[config.mk]
export PLATFORM = sky130hd
export DESIGN_NAME = sldu_addrgen_opq_arbiter
export DESIGN_NICKNAME = d
export VERILOG_FILES = /design/src/rtl/sldu_addrgen_opq_arbiter.sv
export SDC_FILE = /design/constraint.sdc
export NUM_CORES = 1
export LEC_CHECK = 0
export ABC_AREA = 1
export ABC_CLOCK_PERIOD_IN_PS = 9450
export CORE_UTILIZATION = 54
export DETAILED_ROUTE_END_ITERATION = 7
export PLACE_DENSITY = 0.77
export SETUP_SLACK_MARGIN = 0.3
export SLEW_MARGIN = 0
export SYNTH_ARGS = -nofsm -noshare
export SYNTH_HDL_FRONTEND = slang
export SYNTH_SLANG_ARGS = --single-unit
[constraint.sdc]
create_clock -name clk_i -period 9.45 [get_ports clk_i]
set_input_delay 1.89 -clock clk_i [delete_from_list [all_inputs] [get_ports clk_i]]
set_output_delay 1.89 -clock clk_i [all_outputs]
set_load 0.005 [all_outputs]
[src/rtl/sldu_addrgen_opq_arbiter.sv]
// Round-robin arbiter between SLDU and ADDRGEN for the shared operand queue.
// It tracks in-flight commands in issue order and raises per-requester completion pulses.
module sldu_addrgen_opq_arbiter #(
  parameter int unsigned NrLanes     = 4,
  parameter int unsigned CmdBufDepth = 4,
  parameter int unsigned LenWidth    = 16
) (
  input  logic                clk_i,
  input  logic                rst_i,
  input  logic                sldu_req_valid_i,
  input  logic [LenWidth-1:0] sldu_req_len_i,
  output logic                sldu_req_ready_o,
  input  logic                addrgen_req_valid_i,
  input  logic [LenWidth-1:0] addrgen_req_len_i,
  output logic                addrgen_req_ready_o,
  output logic                cmd_valid_o,
  output logic                cmd_target_o,
  output logic [LenWidth-1:0] cmd_len_o,
  input  logic                cmd_ready_i,
  input  logic                beat_fire_i,
  output logic                head_valid_o,
  output logic                head_target_o,
  output logic                sldu_done_o,
  output logic                addrgen_done_o,
  output logic                spurious_beat_o,
  output logic                idle_o
);

  localparam int unsigned PtrW = (CmdBufDepth > 1) ? $clog2(CmdBufDepth) : 1;
  localparam int unsigned CntW = $clog2(CmdBufDepth + 1);

  if (NrLanes < 1 || CmdBufDepth < 1 || LenWidth < 1) begin : g_param_check
    $error("sldu_addrgen_opq_arbiter: invalid parameters");
  end

  typedef struct packed {
    logic                target;
    logic [LenWidth-1:0] len;
  } entry_t;

  typedef enum logic {
    PRIO_SLDU    = 1'b0,
    PRIO_ADDRGEN = 1'b1
  } prio_e;

  entry_t              mem_q [CmdBufDepth];
  logic [PtrW-1:0]     rd_ptr_q, wr_ptr_q;
  logic [CntW-1:0]     count_q;
  logic [LenWidth-1:0] beat_cnt_q;
  prio_e               prio_q;
  logic                sldu_done_q, addrgen_done_q, spurious_q, zero_pend_q;

  entry_t head;
  entry_t win_entry;
  logic   win_addrgen, win_valid, win_zero;
  logic   empty, full, push, accept, beat_ok, pop;

  function automatic logic [PtrW-1:0] ptr_inc(input logic [PtrW-1:0] p);
    return (p == PtrW'(CmdBufDepth - 1)) ? '0 : p + PtrW'(1);
  endfunction

  // Arbitration and command forwarding; a lone requester wins regardless of priority
  assign empty       = (count_q == '0);
  assign full        = (count_q == CntW'(CmdBufDepth));
  assign head        = mem_q[rd_ptr_q];
  assign win_valid   = sldu_req_valid_i | addrgen_req_valid_i;
  assign win_addrgen = addrgen_req_valid_i & (~sldu_req_valid_i | (prio_q == PRIO_ADDRGEN));
  assign win_entry   = '{target: win_addrgen,
                         len:    win_addrgen ? addrgen_req_len_i : sldu_req_len_i};
  assign win_zero    = (win_entry.len == '0);

  assign cmd_valid_o         = win_valid & ~win_zero & ~full;
  assign cmd_target_o        = win_entry.target;
  assign cmd_len_o           = win_entry.len;
  assign push                = cmd_valid_o & cmd_ready_i;
  // Zero-length requests bypass the queue, so a full tracker does not block them
  assign accept              = push | (win_valid & win_zero);
  assign sldu_req_ready_o    = accept & ~win_addrgen;
  assign addrgen_req_ready_o = accept & win_addrgen;

  assign beat_ok = beat_fire_i & ~empty;
  assign pop     = beat_ok & (beat_cnt_q == head.len - LenWidth'(1));

  assign head_valid_o    = ~empty;
  assign head_target_o   = ~empty & head.target;
  assign sldu_done_o     = sldu_done_q;
  assign addrgen_done_o  = addrgen_done_q;
  assign spurious_beat_o = spurious_q;
  assign idle_o          = empty & ~zero_pend_q;

  // Tracker storage
  always_ff @(posedge clk_i or posedge rst_i) begin
    if (rst_i) begin
      for (int i = 0; i < int'(CmdBufDepth); i++) mem_q[i] <= '0;
    end else if (push) begin
      mem_q[wr_ptr_q] <= win_entry;
    end
  end

  // Pointers, occupancy, beat counter and priority
  always_ff @(posedge clk_i or posedge rst_i) begin
    if (rst_i) begin
      rd_ptr_q   <= '0;
      wr_ptr_q   <= '0;
      count_q    <= '0;
      beat_cnt_q <= '0;
      prio_q     <= PRIO_SLDU;
    end else begin
      if (push) wr_ptr_q <= ptr_inc(wr_ptr_q);
      if (pop)  rd_ptr_q <= ptr_inc(rd_ptr_q);
      case ({push, pop})
        2'b10:   count_q <= count_q + CntW'(1);
        2'b01:   count_q <= count_q - CntW'(1);
        default: count_q <= count_q;
      endcase
      if (pop)          beat_cnt_q <= '0;
      else if (beat_ok) beat_cnt_q <= beat_cnt_q + LenWidth'(1);
      if (accept) prio_q <= win_addrgen ? PRIO_SLDU : PRIO_ADDRGEN;
    end
  end

  // One-cycle completion and spurious-beat pulses
  always_ff @(posedge clk_i or posedge rst_i) begin
    if (rst_i) begin
      sldu_done_q    <= 1'b0;
      addrgen_done_q <= 1'b0;
      spurious_q     <= 1'b0;
      zero_pend_q    <= 1'b0;
    end else begin
      sldu_done_q    <= (accept & win_zero & ~win_addrgen) | (pop & ~head.target);
      addrgen_done_q <= (accept & win_zero & win_addrgen) | (pop & head.target);
      spurious_q     <= beat_fire_i & empty;
      zero_pend_q    <= accept & win_zero;
    end
  end

endmodule

# --- Word-level counts from Yosys, hierarchy flattened ---
# Cells that the tools add are included.
classes:
  n_lt_le_gt_ge: 3
  reduce_logical: 5
  n_addsub: 6
  n_mux: 13
  n_eq_ne: 6
  bitwise_logic: 31
ops:
  columns: ["op", "n"]
  rows:
  - ["68-bit bitwise mux", 1]
  - ["17-bit two-way mux", 3]
  - ["16-bit two-way mux", 3]
  - ["17-bit binary-select mux with 2-bit select", 1]
  - ["17-bit demux with 2-bit select", 1]
  - ["1-bit AND", 17]
  - ["16-bit by 1-bit adder with 16-bit output (second input constant)", 1]
  - ["16-bit == test", 1]
  - ["16-bit zero test", 1]
  - ["16-bit by 1-bit subtractor with 16-bit output (second input constant)", 1]
  - ["1-bit inverter", 7]
  - ["2-bit == test (second input constant)", 3]
  - ["3-bit greater-or-equal comparator (second input constant)", 2]
  - ["2-bit inverter with 3-bit output", 2]
  - ["3-bit case mux with 2 select lines", 1]
  - ["1-bit bitwise OR", 5]
  - ["2-bit by 1-bit adder with 2-bit output (second input constant)", 2]
  - ["2-bit two-way mux", 2]
  - ["2-bit nonzero test", 2]
  - ["3-bit by 1-bit adder with 3-bit output (second input constant)", 1]
  - ["3-bit == test (second input constant)", 1]
  - ["3-bit zero test", 1]
  - ["3-bit by 1-bit less-than comparator with 1-bit output (second input constant)", 1]
  - ["3-bit by 1-bit subtractor with 3-bit output (second input constant)", 1]
  - ["other kinds (3)", 3]
totals:
  in_bits: 38
  output_inout_bits: 26
  elab_cells: 81
  ff_bits: 96

# --- Logic depth before layout (Yosys ltp) ---
# Gate-level depths: netlist of run 1.
logic_depth:
  ltp_word: 13
  mapped_depth: 26
  depth_no_buf: 23

# --- Worst setup path before layout of run 1 ---
# No wires, ideal clock.
synth_path:
  path_kind: "input port to output port"
  startpoint: "in sldu_req_valid_i"
  endpoint: "out sldu_req_ready_o"
  arrival_ns: 3.323
  required_time_ns: 7.560
  n_path_buf: 1
  path_stages: 15
  slack_ns: 4.237
  path_cell_list: "nand2_1 > nand2_1 > inv_2 > buf_2 > or2_1 > o21ai_2 > inv_2 > nor2_1 > nand3_1 > nor2_2 > nor2_4 > nand2_1 > nand2_1 > nand2_1 > inv_1"
synth_via:
  elab_chain_cells: 11
  word_cells_on_any_way: 14
  classes_between: "1 x mux; 12 x bitwise; 1 x reduce/logical"
synth_lines:
  columns: ["item", "line", "source"]
  rows:
  - ["from (decl)", "10", "input logic sldu_req_valid_i,"]
  - ["1-bit inverter *", "67", "assign win_addrgen = addrgen_req_valid_i & (~sldu_req_valid_i | (prio_q == PRIO_ADDRGEN));"]
  - ["1-bit bitwise OR *", "67", null]
  - ["1-bit AND *", "67", null]
  - ["via cmd_target_o", "17", "output logic cmd_target_o,"]
  - ["16-bit two-way mux *", "69", "len: win_addrgen ? addrgen_req_len_i : sldu_req_len_i};"]
  - ["via cmd_len_o[15]", "18", "output logic [LenWidth-1:0] cmd_len_o,"]
  - ["16-bit zero test *", "70", "assign win_zero = (win_entry.len == '0);"]
  - ["1-bit inverter", "72", "assign cmd_valid_o = win_valid & ~win_zero & ~full;"]
  - ["1-bit AND (2 in series)", "72", null]
  - ["1-bit AND", "75", "assign push = cmd_valid_o & cmd_ready_i;"]
  - ["1-bit bitwise OR *", "77", "assign accept = push | (win_valid & win_zero);"]
  - ["1-bit AND *", "78", "assign sldu_req_ready_o = accept & ~win_addrgen;"]
  - ["to (decl)", "12", "output logic sldu_req_ready_o,"]
# Mark *: on every way through the listed nets, which the timed path passes. The rest lies on a longest branch.

# --- Worst setup path after layout of run 1 ---
layout_path:
  startpoint: "in sldu_req_valid_i"
  endpoint: "out sldu_req_ready_o"
layout_via:
  elab_chain_cells: 11
  word_cells_on_any_way: 14
  classes_between: "1 x mux; 12 x bitwise; 1 x reduce/logical"
layout_lines:
  columns: ["item", "line"]
  rows:
  - ["1-bit inverter", "67"]
  - ["1-bit bitwise OR", "67"]
  - ["1-bit AND", "67"]
  - ["16-bit two-way mux", "69"]
  - ["16-bit zero test", "70"]
  - ["1-bit inverter", "72"]
  - ["1-bit AND (2 in series)", "72"]
  - ["1-bit AND", "75"]
  - ["1-bit bitwise OR", "77"]
  - ["1-bit AND *", "78"]
# Mark *: on every way between the ends. The rest lies on a longest branch, timed or not.

==> impl_metrics.py, run 1 <==
metrics = {
    "clock_tree": {
        "cts_made_buffers": 9,
        "cts_buffer_depth": 2,
        "post_cts_resize_count": 0,
        "cts_tree": "yes",
        "htreeDepth": 3,
        "cts.sinks": 96,
        "path_clk_slew_ns": 0.10,
        "cts_hold_buf": 0,
        "cts_setup_buffers": 0,
        "root_buffer": "clkbuf_8",
        "clkLatencyLatePin_ns": 0.37,
    },
    "sta": {
        "report.final.setup_viol": 0,
        "rsz0062_at_grt": "false",
        "layout_min_cycle_time_ns": 7.39,
        "holdWs_ns": 0.482,
        "relSlewSlack": 0.194,
        "finalCritPeriodShare": 0.782,
        "fin_setup_tns_ns": 0,
        "hold_viol": 0,
        "fmax_mhz": 135,
        "skew_ns": 0.0142,
        "worst_pin_slew_ns": 1.21,
        "maxSlewViolCount": 0,
    },
    "synth": {
        "yosysMostFrequentCell": "nand2_1",
        "synth.yosys.seq_area_share": 0.401,
        "synth_area_leaders": "dfrtp_1 (40%), nand2_1 (19%), nand3_1 (5.2%), o21ai_0 (4.1%), inv_1 (3.9%)",
        "yosys.area.top_type": "dfrtp_1",
        "synth_nets": 849,
        "synth_flop_cell": "dfrtp_1",
        "yosys_warnings": 0,
        "synthCells": 802,
        "synth_top_area_frac": 0.401,
        "netlist_top_cells_count": "nand2_1 (299), dfrtp_1 (96), inv_1 (63)",
        "synthesis.area_sq_um": 5990,
        "async_reset_ff_frac": 1.00,
        "ys_ff_latch": 96,
        "synth-edff-count": 0,
        "ys_types": 37,
        "syn_avg_cell_area_sq_um": 7.47,
    },
    "global_route": {
        "grt_remaining_overflow": 0,
        "antenna_found_initial": 0,
        "grt_pass1_wl_mm": 24.6,
        "grt_start_max_net_pins": 59,
        "gr-usage-all-layers": 0.277,
        "grt_pass1_vias": 5067,
    },
    "setup_path": {
        "worstPathCellList": "clkdlybuf4s50_1, nand2_1, nand2_1, inv_2, or2_2, o21ai_2, inv_1, nor2_1, nand3_1, nor2_2, nor2_4, nand2_1, nand2_1, nand2_1, inv_1, clkdlybuf4s50_1",
        "required_ns": 7.56,
        "rr_startpoint": "rd_ptr_q[1]",
        "crit_buf_inv": 5,
        "arrival_ns": 5.50,
        "cp-startpoint": "sldu_req_valid_i",
        "start_kind": "input pin",
        "cpMostUsedCell": "nand2_1",
        "cp_max_fo": 31,
        "cpLargestDelayFamily": "simple AND/OR/NAND/NOR gates",
        "critPathMaxStageDelay_ns": 0.56,
        "worstSetupPathType": "input pin to output pin",
        "crit_slowest_cell": "nand2_1",
        "critPathCaptureType": "output pin",
    },
    "pwr": {
        "p_per_area_nw_per_um2": 277,
        "leakagePower_uw": 0.00344,
        "ir_drop_mv": 0.179,
    },
    "drt": {
        "drt-pass1-iter-count": 8,
        "route.detailed.drc": 1,
        "vias": 5499,
        "drt_iter0_drc": 502,
        "drt-total-wl_mm": 15.0,
        "avgRoutedWirePerCell_microns": 15.1,
        "via_per_inst": 5.54,
        "drtAntennaViolNets": 0,
    },
    "floorplanning": {
        "die_area_sq_um": 11500,
        "pin_count": 64,
        "row_count": 38,
        "core_sq_um": 10800,
        "die_w_microns": 107,
        "die-height_microns": 107,
        "start_util": 0.553,
    },
    "run_status": {
        "violations": "design-rule violations",
        "status": "finished, violations left",
    },
    "place": {
        "gp_congestion": 0.891,
        "dp_hpwl_mm": 11.0,
        "port_buffers": 63,
    },
    "finish": {
        "syn_to_final_growth_pct": 13.6,
        "antennaDiodeCount": 0,
        "drive_above_1_share": 0.112,
        "nets": 894,
    },
    "flow_run": {
        "drv_cap": 0,
    },
    "min_path": {
        "min-delay-start": "mem_q[64]",
        "hold_path_class": "register to register",
    },
}
[final timing paths]
kind	cells after the start	endpoint	slack (ns)
min in group asynchronous	2	mem_q[52]	1.90
min reg2reg	2	mem_q[64]	0.48
max in group asynchronous	3	mem_q[12]	6.34
max	16	sldu_req_ready_o	2.06
max reg2reg	22	count_q[2]	4.85
min	2	mem_q[64]	0.48
[tightest hold or removal path: stages (launching register included)]
cell	delay [ns]
dfrtp_1	0.36
nand2_1	0.05
nand2_1	0.05
[state kept, by name, summed over array words and instances (netlist names)]
signal	count
mem_q	68
beat_cnt_q	16
count_q	3
rd_ptr_q	2
wr_ptr_q	2
addrgen_done_o	1
prio_q	1
sldu_done_o	1
spurious_beat_o	1
zero_pend_q	1
[logic make-up after synthesis]
| logic type | count (synthesis) | share of synthesized area |
|---|---|---|
| flip-flops | 96 | 0.401 |
| buffers and inverters | 106 | 0.0879 |
| AND/OR/NAND/NOR | 498 | 0.397 |
| AO/OA/AOI/OAI | 74 | 0.0666 |
| adder cells (fa/ha/maj) | 9 | 0.0201 |
| XOR/XNOR | 19 | 0.0278 |
[metal layers]
metal  wire, microns  global-route usage
met1            6640               0.374
met2            6940               0.435
met3            1160              0.0654
met4             237               0.104
met5               0                   0
[report_power, final]
group	leakage [uW]	switching (uW)	total, uW	internal (uW)
logic	0.00215	576	908	332
registers	0.00119	103	678	575
clock network	0.000106	143	299	156
[cell type report]
class	instances	area, sq um
repair buffers	66	653
clock buffers	11	141
fillers	971	4040
inverters	74	289
flip-flops and latches	96	2400
multi-input cells	600	3060
well taps	140	175
clock inverters	5	80.1
[layout by cell type, fill, tap and decap left out, types with 2 or more instances in the layout]
| cell | instances |
|---|---|
| nand2_1 | 299 |
| dfrtp_1 | 96 |
| clkdlybuf4s50_1 | 63 |
| inv_1 | 62 |
| nand3_1 | 62 |
| o21ai_0 | 49 |
| nor2_1 | 38 |
| nand4_1 | 28 |
| nor2_4 | 16 |
| nand3_2 | 15 |
| xor2_1 | 15 |
| nand2_2 | 14 |
| o21ai_1 | 10 |
| clkbuf_8 | 10 |
| inv_2 | 8 |
| nor3_1 | 8 |
| ha_1 | 8 |
| o21ai_2 | 6 |
| a21oi_1 | 6 |
| nor2_2 | 5 |
| nand2_4 | 4 |
| xnor2_1 | 4 |
| nand3b_1 | 3 |
| buf_4 | 3 |
| a31oi_1 | 2 |
| or2_2 | 2 |
| inv_4 | 2 |
| clkinv_2 | 2 |
| bufinv_16 | 2 |
| clkinvlp_4 | 2 |
[metrics by stage]
| stage | cells | setup slack [ns] | total power (uW) | util | area, sq um |
|---|---|---|---|---|---|
| after CTS | 992 | 2.07 | 1880 | 0.628 | 6800 |
| after detailed placement | 976 | 2.10 | 1580 | 0.607 | 6580 |
| after floorplan | 802 | 4.24 | 1350 | - | 5990 |
| after global placement | 976 | 2.23 | 1540 | 0.607 | 6580 |
| final | 992 | 2.06 | 1890 | 0.628 | 6800 |
| after global routing | 992 | 1.71 | 2040 | 0.628 | 6800 |
Note: power is estimated with default switching activity, not from simulation.
==> inputs of run 2 (changes only) <==
--- a/config.mk
+++ b/config.mk
@@ -6,8 +6,8 @@
 export NUM_CORES = 1
 export LEC_CHECK = 0
 export ABC_AREA = 1
-export ABC_CLOCK_PERIOD_IN_PS = 9450
-export CORE_UTILIZATION = 54
+export ABC_CLOCK_PERIOD_IN_PS = 6390
+export CORE_UTILIZATION = 52
 export DETAILED_ROUTE_END_ITERATION = 7
 export PLACE_DENSITY = 0.77
 export SETUP_SLACK_MARGIN = 0.3
==> constraint.sdc (replaced) <==
create_clock -name clk_i -period 6.39 [get_ports clk_i]
set_input_delay 1.278 -clock clk_i [delete_from_list [all_inputs] [get_ports clk_i]]
set_output_delay 1.278 -clock clk_i [all_outputs]
set_load 0.005 [all_outputs]
==> run 2 against run 1 <==
Effect of this change: the flow now finishes without violations; sequential power increased by 47%; final cell count is 0.10% higher; die area grew 3.8%; count of clock-buffer cells in the layout unchanged; critical path type unchanged; critical endpoint unchanged; largest power group unchanged; highest routed layer unchanged.
==> impl_metrics.py, run 2 (synthesized netlist as in run 1, its figures left out) <==
metrics = {
    "run_status": {
        "status": "finished clean",
    },
    "flow_run": {
        "drv_cap": 0,
    },
    "pwr": {
        "p_per_area_nw_per_um2": 412,
        "ir_drop_mv": 0.299,
        "leakagePower_uw": 0.00347,
    },
    "setup_path": {
        "r2r_slack_ns": 1.76,
        "start_kind": "input pin",
        "required_ns": 5.11,
        "reg2regPathDepth": 22,
        "r2r_end": "count_q[2]",
        "worstSetupPathType": "input pin to output pin",
        "critPathCaptureType": "output pin",
        "rr_startpoint": "rd_ptr_q[1]",
        "arrival_ns": 4.42,
        "cp_max_fo": 26,
    },
    "sta": {
        "report.final.setup_viol": 0,
        "skew_ns": 0.00391,
        "finalCritPeriodShare": 0.892,
        "maxSlewViolCount": 0,
        "layout_min_cycle_time_ns": 5.70,
        "fin_setup_tns_ns": 0,
        "fmax_mhz": 175,
        "relSlewSlack": 0.194,
        "worst_pin_slew_ns": 1.21,
        "hold_viol": 0,
        "rsz0062_at_grt": "false",
    },
    "global_route": {
        "grt_start_max_net_pins": 60,
        "grt_pass1_vias": 5158,
        "top_usage_layer": "met2",
        "grt_pass1_wl_mm": 24.8,
        "use_met3": 0.0498,
        "gr-usage-all-layers": 0.267,
        "met2_usage": 0.431,
        "antenna_found_initial": 0,
        "met1_usage": 0.366,
        "grt_remaining_overflow": 0,
    },
    "min_path": {
        "min-delay-start": "mem_q[59]",
        "worstHoldPathCells": 2,
        "hold_end": "mem_q[59]",
        "hold_path_class": "register to register",
    },
    "clock_tree": {
        "post_cts_resize_count": 0,
        "htreeDepth": 3,
        "cts.sinks": 96,
        "cts_buffer_depth": 2,
        "path_clk_slew_ns": 0.06,
        "cts_made_buffers": 9,
        "clkLatencyLatePin_ns": 0.34,
        "cts_hold_buf": 0,
        "root_buffer": "clkbuf_16",
        "cts_tree": "yes",
        "cts_setup_buffers": 0,
    },
    "floorplanning": {
        "row_count": 38,
        "pin_count": 64,
        "core_sq_um": 11000,
        "die-height_microns": 109,
        "die_area_sq_um": 12000,
        "die_w_microns": 109,
        "start_util": 0.543,
    },
    "finish": {
        "multi_input_area_sq_um": 3060,
        "antennaDiodeCount": 0,
        "layout_common_cells": "nand2_1 (299), dfrtp_1 (96), clkdlybuf4s50_1 (63), inv_1 (62), nand3_1 (62)",
        "syn_to_final_growth_pct": 14.4,
        "drive_above_1_share": 0.111,
        "nets": 896,
        "ff_latch_area_sq_um": 2400,
        "reg_top3": "mem_q x68, beat_cnt_q x16, count_q x3",
        "regMostFlops": "mem_q",
        "fillerInstances": 941,
        "fin_cells": 993,
        "final_common_cell": "nand2_1",
        "largest_reg_flops": 68,
    },
    "drt": {
        "drt-total-wl_mm": 14.6,
        "drt_iter0_drc": 538,
        "via_per_inst": 5.41,
        "drt-pass1-iter-count": 5,
        "vias": 5374,
        "route.detailed.drc": 0,
        "drtAntennaViolNets": 0,
        "avgRoutedWirePerCell_microns": 14.8,
    },
    "place": {
        "dp_hpwl_mm": 10.6,
        "gp_congestion": 0.907,
        "placed_cells_incl_taps": 978,
        "port_buffers": 63,
    },
}
-- run 2: changes by cell type in the layout (fill, tap and decap cells not counted) --
| cell | change |
|---|---|
| buf_4 | +2 |
| bufinv_16 | -2 |
| clkbuf_1 | +1 |
| clkbuf_16 | +9 |
| clkbuf_8 | -10 |
| clkinv_2 | +2 |
| clkinvlp_4 | -1 |
-- run 2: power breakdown --
group          total [uW]  switching [uW]  internal, uW
Sequential           1000             150           853
Combinational        1340             849           492
Clock                 478             219           260
Total                2820            1220          1600
-- run 2: layout make-up --
cell class	count	area share
multi-input combinational	600	0.447
sequential	96	0.351
tap	140	0.0256
inverter	74	0.0422
clock buffer	11	0.0340
clock inverter	4	0.00329
timing repair buffer	68	0.0975
-- run 2: stage by stage --
step	area, sq um	power [uW]	worst slack, ns	utilization	hold WS, ns
3_5_place_dp	6600	2340	0.700	0.598	0.460
3_3_place_gp	6600	2280	0.782	0.598	0.453
6_report	6850	2820	0.687	0.621	0.472
4_1_cts	6850	2820	0.696	0.621	0.475
5_1_grt	6850	3060	0.415	0.621	0.490
2_1_floorplan	5990	2000	2.40	-	0.442
-- run 2: critical path, cell delays in order --
cell and delay (ns):
clkdlybuf4s50_1 0.47, nand2_1 0.06, nand2_1 0.28, buf_4 0.32, o21ai_1 0.17, inv_1 0.10, nor2_1 0.05, nand3_1 0.14
nor2_2 0.08, nor2_4 0.40, nand2_1 0.29, nand2_1 0.16, nand2_1 0.08, inv_1 0.06, clkdlybuf4s50_1 0.49
-- run 2: worst max path at each step --
stage / startpoint / to / depth (start not counted)
after floorplan: sldu_req_valid_i / sldu_req_ready_o / 15
after global placement: sldu_req_valid_i / sldu_req_ready_o / 15
after detailed placement: sldu_req_valid_i / sldu_req_ready_o / 15
after CTS: sldu_req_valid_i / sldu_req_ready_o / 15
after global routing: sldu_req_valid_i / sldu_req_ready_o / 15
final: sldu_req_valid_i / sldu_req_ready_o / 15
-- run 2: layer usage --
metal	routed length, microns	part of all wire	vias to the layer above
li1	-	-	2654
met1	6660	0.45	2501
met2	6710	0.46	194
met3	1010	0.069	25
met4	278	0.019	0
met5	0	0	-
